## src/rtl/push_button_bank.sv

```systemverilog
// Multi-channel push-button conditioner: synchroniser, debouncer and
// press / release / long-press / auto-repeat event generator per channel.
module push_button_bank #(
   parameter int N_CH            = 5,
   parameter int SYNC_STAGES     = 2,
   parameter int DEBOUNCE_CYCLES = 1000000,
   parameter int LONG_CYCLES     = 50000000,
   parameter int REPEAT_CYCLES   = 10000000
) (
   input  logic            clk,
   input  logic            rst,
   input  logic [N_CH-1:0] btn_in,
   input  logic [N_CH-1:0] repeat_en,
   output logic [N_CH-1:0] level,
   output logic [N_CH-1:0] press,
   output logic [N_CH-1:0] released,
   output logic [N_CH-1:0] long_press
);

   localparam int DW = $clog2(DEBOUNCE_CYCLES + 1);
   localparam int HW = $clog2(LONG_CYCLES);
   localparam int RW = $clog2(REPEAT_CYCLES);

   localparam logic [DW-1:0] DEB_LAST  = DW'(DEBOUNCE_CYCLES - 1);
   localparam logic [HW-1:0] HOLD_LAST = HW'(LONG_CYCLES - 1);
   localparam logic [RW-1:0] REP_LAST  = RW'(REPEAT_CYCLES - 1);

   localparam logic [1:0] ST_IDLE = 2'd0;
   localparam logic [1:0] ST_DOWN = 2'd1;
   localparam logic [1:0] ST_HELD = 2'd2;

   for (genvar i = 0; i < N_CH; i++) begin : g_ch
      logic [SYNC_STAGES-1:0] sync_q;
      logic [DW-1:0]          deb_cnt;
      logic [HW-1:0]          hold_cnt;
      logic [RW-1:0]          rep_cnt;
      logic [1:0]             state;
      logic                   lvl;
      logic                   prs;
      logic                   rls;
      logic                   lng;
      logic                   s;
      logic                   flip;
      logic                   rise;
      logic                   fall;

      assign s    = sync_q[SYNC_STAGES-1];
      assign flip = (s != lvl) && (deb_cnt == DEB_LAST);
      assign rise = flip & ~lvl;
      assign fall = flip & lvl;

      always_ff @(posedge clk or negedge rst) begin
         if (!rst) begin
            sync_q <= '0;
         end else begin
            sync_q <= {sync_q[SYNC_STAGES-2:0], btn_in[i]};
         end
      end

      // Counter only runs while the synchronised input disagrees.
      always_ff @(posedge clk or negedge rst) begin
         if (!rst) begin
            deb_cnt <= '0;
            lvl     <= 1'b0;
         end else if (s == lvl) begin
            deb_cnt <= '0;
         end else if (flip) begin
            deb_cnt <= '0;
            lvl     <= ~lvl;
         end else begin
            deb_cnt <= deb_cnt + 1'b1;
         end
      end

      always_ff @(posedge clk or negedge rst) begin
         if (!rst) begin
            state    <= ST_IDLE;
            hold_cnt <= '0;
            rep_cnt  <= '0;
            prs      <= 1'b0;
            rls      <= 1'b0;
            lng      <= 1'b0;
         end else begin
            prs <= 1'b0;
            rls <= 1'b0;
            lng <= 1'b0;
            case (state)
               ST_IDLE: begin
                  if (rise) begin
                     prs      <= 1'b1;
                     state    <= ST_DOWN;
                     hold_cnt <= '0;
                  end
               end
               ST_DOWN: begin
                  if (fall) begin
                     rls      <= 1'b1;
                     state    <= ST_IDLE;
                     hold_cnt <= '0;
                     rep_cnt  <= '0;
                  end else if (hold_cnt == HOLD_LAST) begin
                     lng     <= 1'b1;
                     state   <= ST_HELD;
                     rep_cnt <= '0;
                  end else begin
                     hold_cnt <= hold_cnt + 1'b1;
                  end
               end
               ST_HELD: begin
                  // A fall on the same cycle as a repeat tick suppresses the tick.
                  if (fall) begin
                     rls      <= 1'b1;
                     state    <= ST_IDLE;
                     hold_cnt <= '0;
                     rep_cnt  <= '0;
                  end else if (!repeat_en[i]) begin
                     rep_cnt <= '0;
                  end else if (rep_cnt == REP_LAST) begin
                     prs     <= 1'b1;
                     rep_cnt <= '0;
                  end else begin
                     rep_cnt <= rep_cnt + 1'b1;
                  end
               end
               default: begin
                  state    <= ST_IDLE;
                  hold_cnt <= '0;
                  rep_cnt  <= '0;
               end
            endcase
         end
      end

      assign level[i]      = lvl;
      assign press[i]      = prs;
      assign released[i]   = rls;
      assign long_press[i] = lng;
   end

endmodule

```

## config.mk

```make
export PLATFORM = sky130hd
export DESIGN_NAME = push_button_bank
export DESIGN_NICKNAME = d
export VERILOG_FILES = /design/src/rtl/push_button_bank.sv
export SDC_FILE = /design/constraint.sdc
export NUM_CORES = 1
export LEC_CHECK = 0
export BUFFER_PORTS_ARGS = -buffer_cell sky130_fd_sc_hd__clkbuf_2
export CAP_MARGIN = 20
export CORE_AREA = 10 10 231 233
export CTS_BUF_LIST = sky130_fd_sc_hd__clkbuf_8 sky130_fd_sc_hd__clkbuf_16
export DETAILED_ROUTE_END_ITERATION = 12
export DIE_AREA = 0 0 241 243
export GPL_TIMING_DRIVEN = 0
export SLEW_MARGIN = 20
export SYNTH_ARGS = -nofsm -noshare
export SYNTH_HDL_FRONTEND = slang
export SYNTH_SLANG_ARGS = --single-unit
```

## constraint.sdc

```tcl
create_clock -name clk -period 3.45 [get_ports clk]
set_input_delay 0.345 -clock clk [delete_from_list [all_inputs] [get_ports clk]]
set_output_delay 0.345 -clock clk [all_outputs]
set_load 0.01 [all_outputs]
```

=== Word level (Yosys, flattened, before mapping) ===
Cells that the tools add are included.

* Register bits after elaboration: 390
* Logic and storage cells: 315
* Output and inout bits: 20

* Eq/ne operators: 55
* Reductions and logical operators: 35
* Muxes and demuxes: 140
* Bitwise gates (word level): 25
* $add $sub $neg: 15

{| class="wikitable"
|+ Operators by type and width
! kind !! count
|-
| 24-bit 2-to-1 mux || 25
|-
| 26-bit 2-to-1 mux || 20
|-
| 26-bit case mux with 3 select lines || 5
|-
| 24-bit case mux with 3 select lines || 5
|-
| 20-bit 2-to-1 mux || 10
|-
| 26-bit by 1-bit adder with 26-bit output (second input constant) || 5
|-
| 26-bit == test (second input constant) || 5
|-
| 24-bit by 1-bit adder with 24-bit output (second input constant) || 5
|-
| 24-bit == test (second input constant) || 5
|-
| 20-bit by 1-bit adder with 20-bit output (second input constant) || 5
|-
| 20-bit == test (second input constant) || 5
|-
| 1-bit 2-to-1 mux || 45
|-
| 2-bit 2-to-1 mux || 20
|-
| 3-bit != test (second input constant) || 10
|-
| 2-bit case mux with 3 select lines || 5
|-
| 3-bit AND reduction || 10
|-
| 2-bit != test (second input constant) || 10
|-
| 2-bit AND reduction || 10
|-
| 1-bit inverter || 15
|-
| 1-bit bitwise AND || 10
|-
| 2-bit by 1-bit == test with 1-bit output (second input constant) || 5
|-
| 2-bit == test (second input constant) || 5
|-
| 2-bit logical NOT || 5
|-
| 1-bit case mux with 2 select lines || 5
|-
| 4 further kinds || 20
|}

=== Logic depth before layout (Yosys ltp) ===
* Word-level depth: 5
* Gate-level depth with buffers: 10
* Gate-level depth less buffers: 8

=== Worst setup path after synthesis ===
OpenSTA, ideal clock, no wires.

* Path type: register to register
* Start: reg g_ch[4].hold_cnt[7]
* End: reg g_ch[4].rep_cnt[10]
* Path buffers: 3
* Cell stages (with the launch flop): 10
* Slack: 804 ps
* Setup time: 69 ps
* Arrival: 2577 ps
* Cell sequence: dfrtp_1 > buf_6 > or4_4 > nor4_4 > a31oi_1 > or4_1 > buf_2 > buf_6 > or3_1 > nand3_1

* Cells in the longest elaborated chain, start to end: 3

{| class="wikitable"
|+ RTL lines
! what !! line !! text
|-
| start, declared || 35 || <nowiki>logic [HW-1:0] hold_cnt;</nowiki>
|-
| start signal, assigned || 106 || <nowiki>hold_cnt <= hold_cnt + 1'b1;</nowiki>
|-
| 26-bit == test || 101 || <nowiki>end else if (hold_cnt == HOLD_LAST) begin</nowiki>
|-
| 3-bit != test (no line) || n/a ||
|-
| 2-bit AND reduction (no line) || n/a ||
|-
| end signal, assigned || 122 || <nowiki>rep_cnt <= rep_cnt + 1'b1;</nowiki>
|-
| end, declared || 36 || <nowiki>logic [RW-1:0] rep_cnt;</nowiki>
|}

No other way between the ends.
A chain may end at the register's enable or synchronous reset.

=== Final worst setup path ===
* Start: reg g_ch[1].deb_cnt[12]
* End: reg g_ch[1].rep_cnt[0]

* Cells in the longest elaborated chain, start to end: 5
* Elaborated cells between the ends (all ways): 8
* Those cells by class: eq/ne: 2; mux: 3; bitwise: 1; reduce/logical: 2

{| class="wikitable"
|+ RTL lines
! what !! line !! text
|-
| start, declared || 34 || <nowiki>logic [DW-1:0] deb_cnt;</nowiki>
|-
| start signal, assigned || 71 || <nowiki>deb_cnt <= deb_cnt + 1'b1;</nowiki>
|-
| 20-bit == test * || 48 || <nowiki>assign flip = (s != lvl) && (deb_cnt == DEB_LAST);</nowiki>
|-
| 1-bit logical AND * || 48 ||
|-
| 1-bit bitwise AND * || 50 || <nowiki>assign fall = flip & lvl;</nowiki>
|-
| 24-bit 2-to-1 mux, or another cell as far along || 111 || <nowiki>if (fall) begin</nowiki>
|-
| 24-bit case mux with 3 select lines or 2-bit AND reduction (tied branches) || n/a ||
|-
| end signal, assigned || 122 ||
|-
| end, declared || 36 ||
|}

Mark *: on every way between the ends. The rest lies on a longest branch, timed or not.

==> results.py <==
metrics = {
    "floorplan": {
        "core_um2": 48600,
        "dieWidth_um": 241,
        "dieArea_um2": 58600,
        "start_util_pct": 44.7,
        "die_height_um": 243,
        "ios": 32,
        "std_cell_rows": 81,
    },
    "sta": {
        "relSlewSlack_pct": 26.2,
        "final-hold-violation-count": 0,
        "tightest_slew_ns": 1.10,
        "fin_crit_sh_pct": 94.0,
        "finalSetupViolCount": 0,
        "fmaxAchievable_mhz": 308,
        "rsz0062_at_grt": "no",
        "final-max-slew-violation-count": 0,
        "finalClockSkew_ns": 0.0227,
        "worst_slack_ns": 0.207,
        "fin_crit_ns": 3.24,
    },
    "route": {
        "drt_iter0_markers": 1357,
        "drc": 0,
        "ant_nets": 0,
        "via_count": 18700,
        "drt_first_pass_iters": 7,
        "avgRoutedWirePerCell_um": 16.1,
        "drt-total-wl_um": 51200,
        "viasPerCell": 5.89,
    },
    "synth": {
        "synth.cell_area_um2": 21700,
        "synth_cells": 2437,
        "synth_ff_type": "dfrtp_1",
        "seq_area_frac_synth_pct": 44.9,
        "synthTopCellsByCount": "dfrtp_1 (390), nor2_1 (240), nand2_1 (236)",
        "yosysWarnings": 0,
        "synth.top_cell.area_share_pct": 44.9,
        "synth_fp_nets": 2479,
        "synth_area_leader_cell": "dfrtp_1",
        "yosysMostFrequentCell": "dfrtp_1",
        "synth_edf_count": 0,
        "synth.distinct_cells": 78,
        "postSynthAreaPerCell_um2": 8.91,
        "ys_seq_elements": 390,
        "synthTopCellsByArea": "dfrtp_1 (45%), nand3_1 (4.6%), nor2_1 (4.1%)",
        "async_flop_share_pct": 100,
    },
    "pwr": {
        "cellPowerDensity_nw_per_um2": 415,
        "power_mw": 10.2,
        "ir_worst_vdd_mv": 0.359,
        "p_leak_nw": 10.1,
    },
    "critical_path": {
        "cpPeakStageDelay_ns": 0.62,
        "critical_path_class": "flip-flop to flip-flop",
        "cp-start-kind": "flip-flop",
        "cp-end-kind": "flip-flop",
        "cp.arrival_ns": 3.69,
        "critPathMaxFanout": 10,
        "crit_top_cell": "buf_2",
        "critPathSlowestCell": "o211ai_1",
        "cpLargestDelayFamily": "simple AND/OR/NAND/NOR gates",
        "worstPathRequired_ns": 3.90,
        "crit_buf_inv": 2,
        "path_cells": "or4b_1, or4_1, o211ai_1, nor2_1, nand2b_1, buf_2, buf_2, o21ai_0",
    },
    "placement": {
        "dp_hpwl_um": 34700,
        "post-place-ws_ns": 0.116,
        "io_buffers": 31,
        "place.gp.congestion": 0.866,
    },
    "cells_and_area": {
        "nNetsFinal": 2568,
        "drive_gt1_share_pct": 8.23,
        "nFillCells": 4551,
        "areaGrowthSynthToFinish_pct": 13.2,
        "diodes": 0,
    },
    "clocking": {
        "clk_path_buf_depth": 3,
        "cts_buffers": 46,
        "clkLatencyLatePin_ns": 0.58,
        "clock_sinks": 390,
        "cts_root_buf": "clkbuf_16",
        "cts_tree": "done",
        "post-cts-setup-buffers": 0,
        "h-tree-depth": 2,
        "clk_pin_slew_ns": 0.06,
    },
    "outcome": {
        "status": "finished clean",
    },
    "global_routing": {
        "grt_pass1_vias": 18100,
        "track_usage_pct": 17.5,
        "grt_max_degree": 90,
        "antenna_found_initial": 0,
        "grt_pass1_wl_um": 89000,
        "gr-total-overflow": 0,
    },
    "run": {
        "cap_violations": 0,
    },
    "hold_path": {
        "hold_class": "input pin to flip-flop",
    },
}
where the power goes:
group	switching, mW	leakage (nW)	internal, mW
combinational	0.130	3.94	0.0439
clock	2.03	0.839	3.40
sequential	0.0186	5.36	4.60
registers in the layout (all words and copies together) (netlist names):
signal,cells
g_ch.sync_q,10
g_ch.state,10
g_ch.rep_cnt,120
g_ch.deb_cnt,100
g_ch.rls,5
g_ch.lng,5
g_ch.lvl,5
g_ch.prs,5
g_ch.hold_cnt,130
per-stage QoR:
stage / utilization [%] / setup TNS (ns) / hold WS, ns / instance area (um2) / std cells
2_1_floorplan: - / 0 / 0.0494 / 21700 / 2437
3_3_place_gp: 46.6 / -2728.31 / 0.332 / 22700 / 3090
3_5_place_dp: 46.8 / 0 / 0.336 / 22800 / 3095
4_1_cts: 50.5 / 0 / 0.0239 / 24600 / 3186
5_1_grt: 50.6 / 0 / 0.0926 / 24600 / 3185
6_report: 50.6 / 0 / 0.0589 / 24600 / 3185
final timing paths:
kind	end	cells after the start	slack (ns)	from
max in group asynchronous	g_ch[0].deb_cnt[9]	5	1.53	rst
setup / recovery	g_ch[1].rep_cnt[0]	8	0.21	g_ch[1].deb_cnt[12]
hold reg to reg	g_ch[2].sync_q[1]	0	0.35	g_ch[2].sync_q[0]
min in group asynchronous	g_ch[3].hold_cnt[18]	2	0.37	rst
setup reg to reg	g_ch[1].rep_cnt[0]	8	0.21	g_ch[1].deb_cnt[12]
hold / removal	g_ch[0].prs	3	0.06	repeat_en[0]
cells by family (layout without fill, tap and decap cells):
family          count (synthesis)  in the layout  synth area share, %
simple gates                 1206           1206                 29.2
buf+inv                       198            324                 3.98
compound gates                488            488                 14.9
flops                         390            390                 44.9
xor+xnor                       89             89                 3.59
mux                            36             36                 1.69
fa+ha+maj                      30             30                 1.73
layer usage:
layer	up-vias	wire length [um]	GRT usage [%]	part of all wire [%]
met2	295	24000	28.2	47
met1	9255	24500	24.0	48
li1	9122	-	-	-
met5	-	0	0	0
met4	0	1060	5.31	2.1
met3	74	1660	2.31	3.2
cells in the final DEF, fill, tap and decap left out, drive strengths merged, types with 21 or more instances in the layout:
master and n:
clkbuf 164, a22o 25, xor2 47, a2bb2oi 22, mux2i 31, or3 38, ha 30, o31ai 36
nor4 48, and3 86, and2 31, and4 21, buf 46, nand4 88, a21oi 116, dfrtp 390
o21ai 138, nor2 240, nor3 68, xnor2 42, inv 85, or4 24, nand3 200, nand2 236
what timing repair did:
item | CTS | global route
setup endpoints to repair | 0 | 44
hold buffers | 6 | 0
gates resized for setup | 0 | 4
endpoints found under the hold margin | 76 | 0
layout make-up:
class                           instances  area, um2  area share [%]
Tap cell                              622        778            3.16
Sequential cell                       390       9760            39.7
Clock inverter                         27        383            1.56
Clock buffer                           58       1330            5.40
Multi-Input combinational cell       1849      11100            45.3
Buffer                                116        558            2.27
Timing Repair Buffer                   42        342            1.39
Inverter                               81        304            1.24
worst min-delay path: stages:
cell and delay [ns]:
clkbuf_2 0.09, a31oi_1 0.07, nor2_1 0.08
No activity file was read; power rests on OpenSTA's default activity.
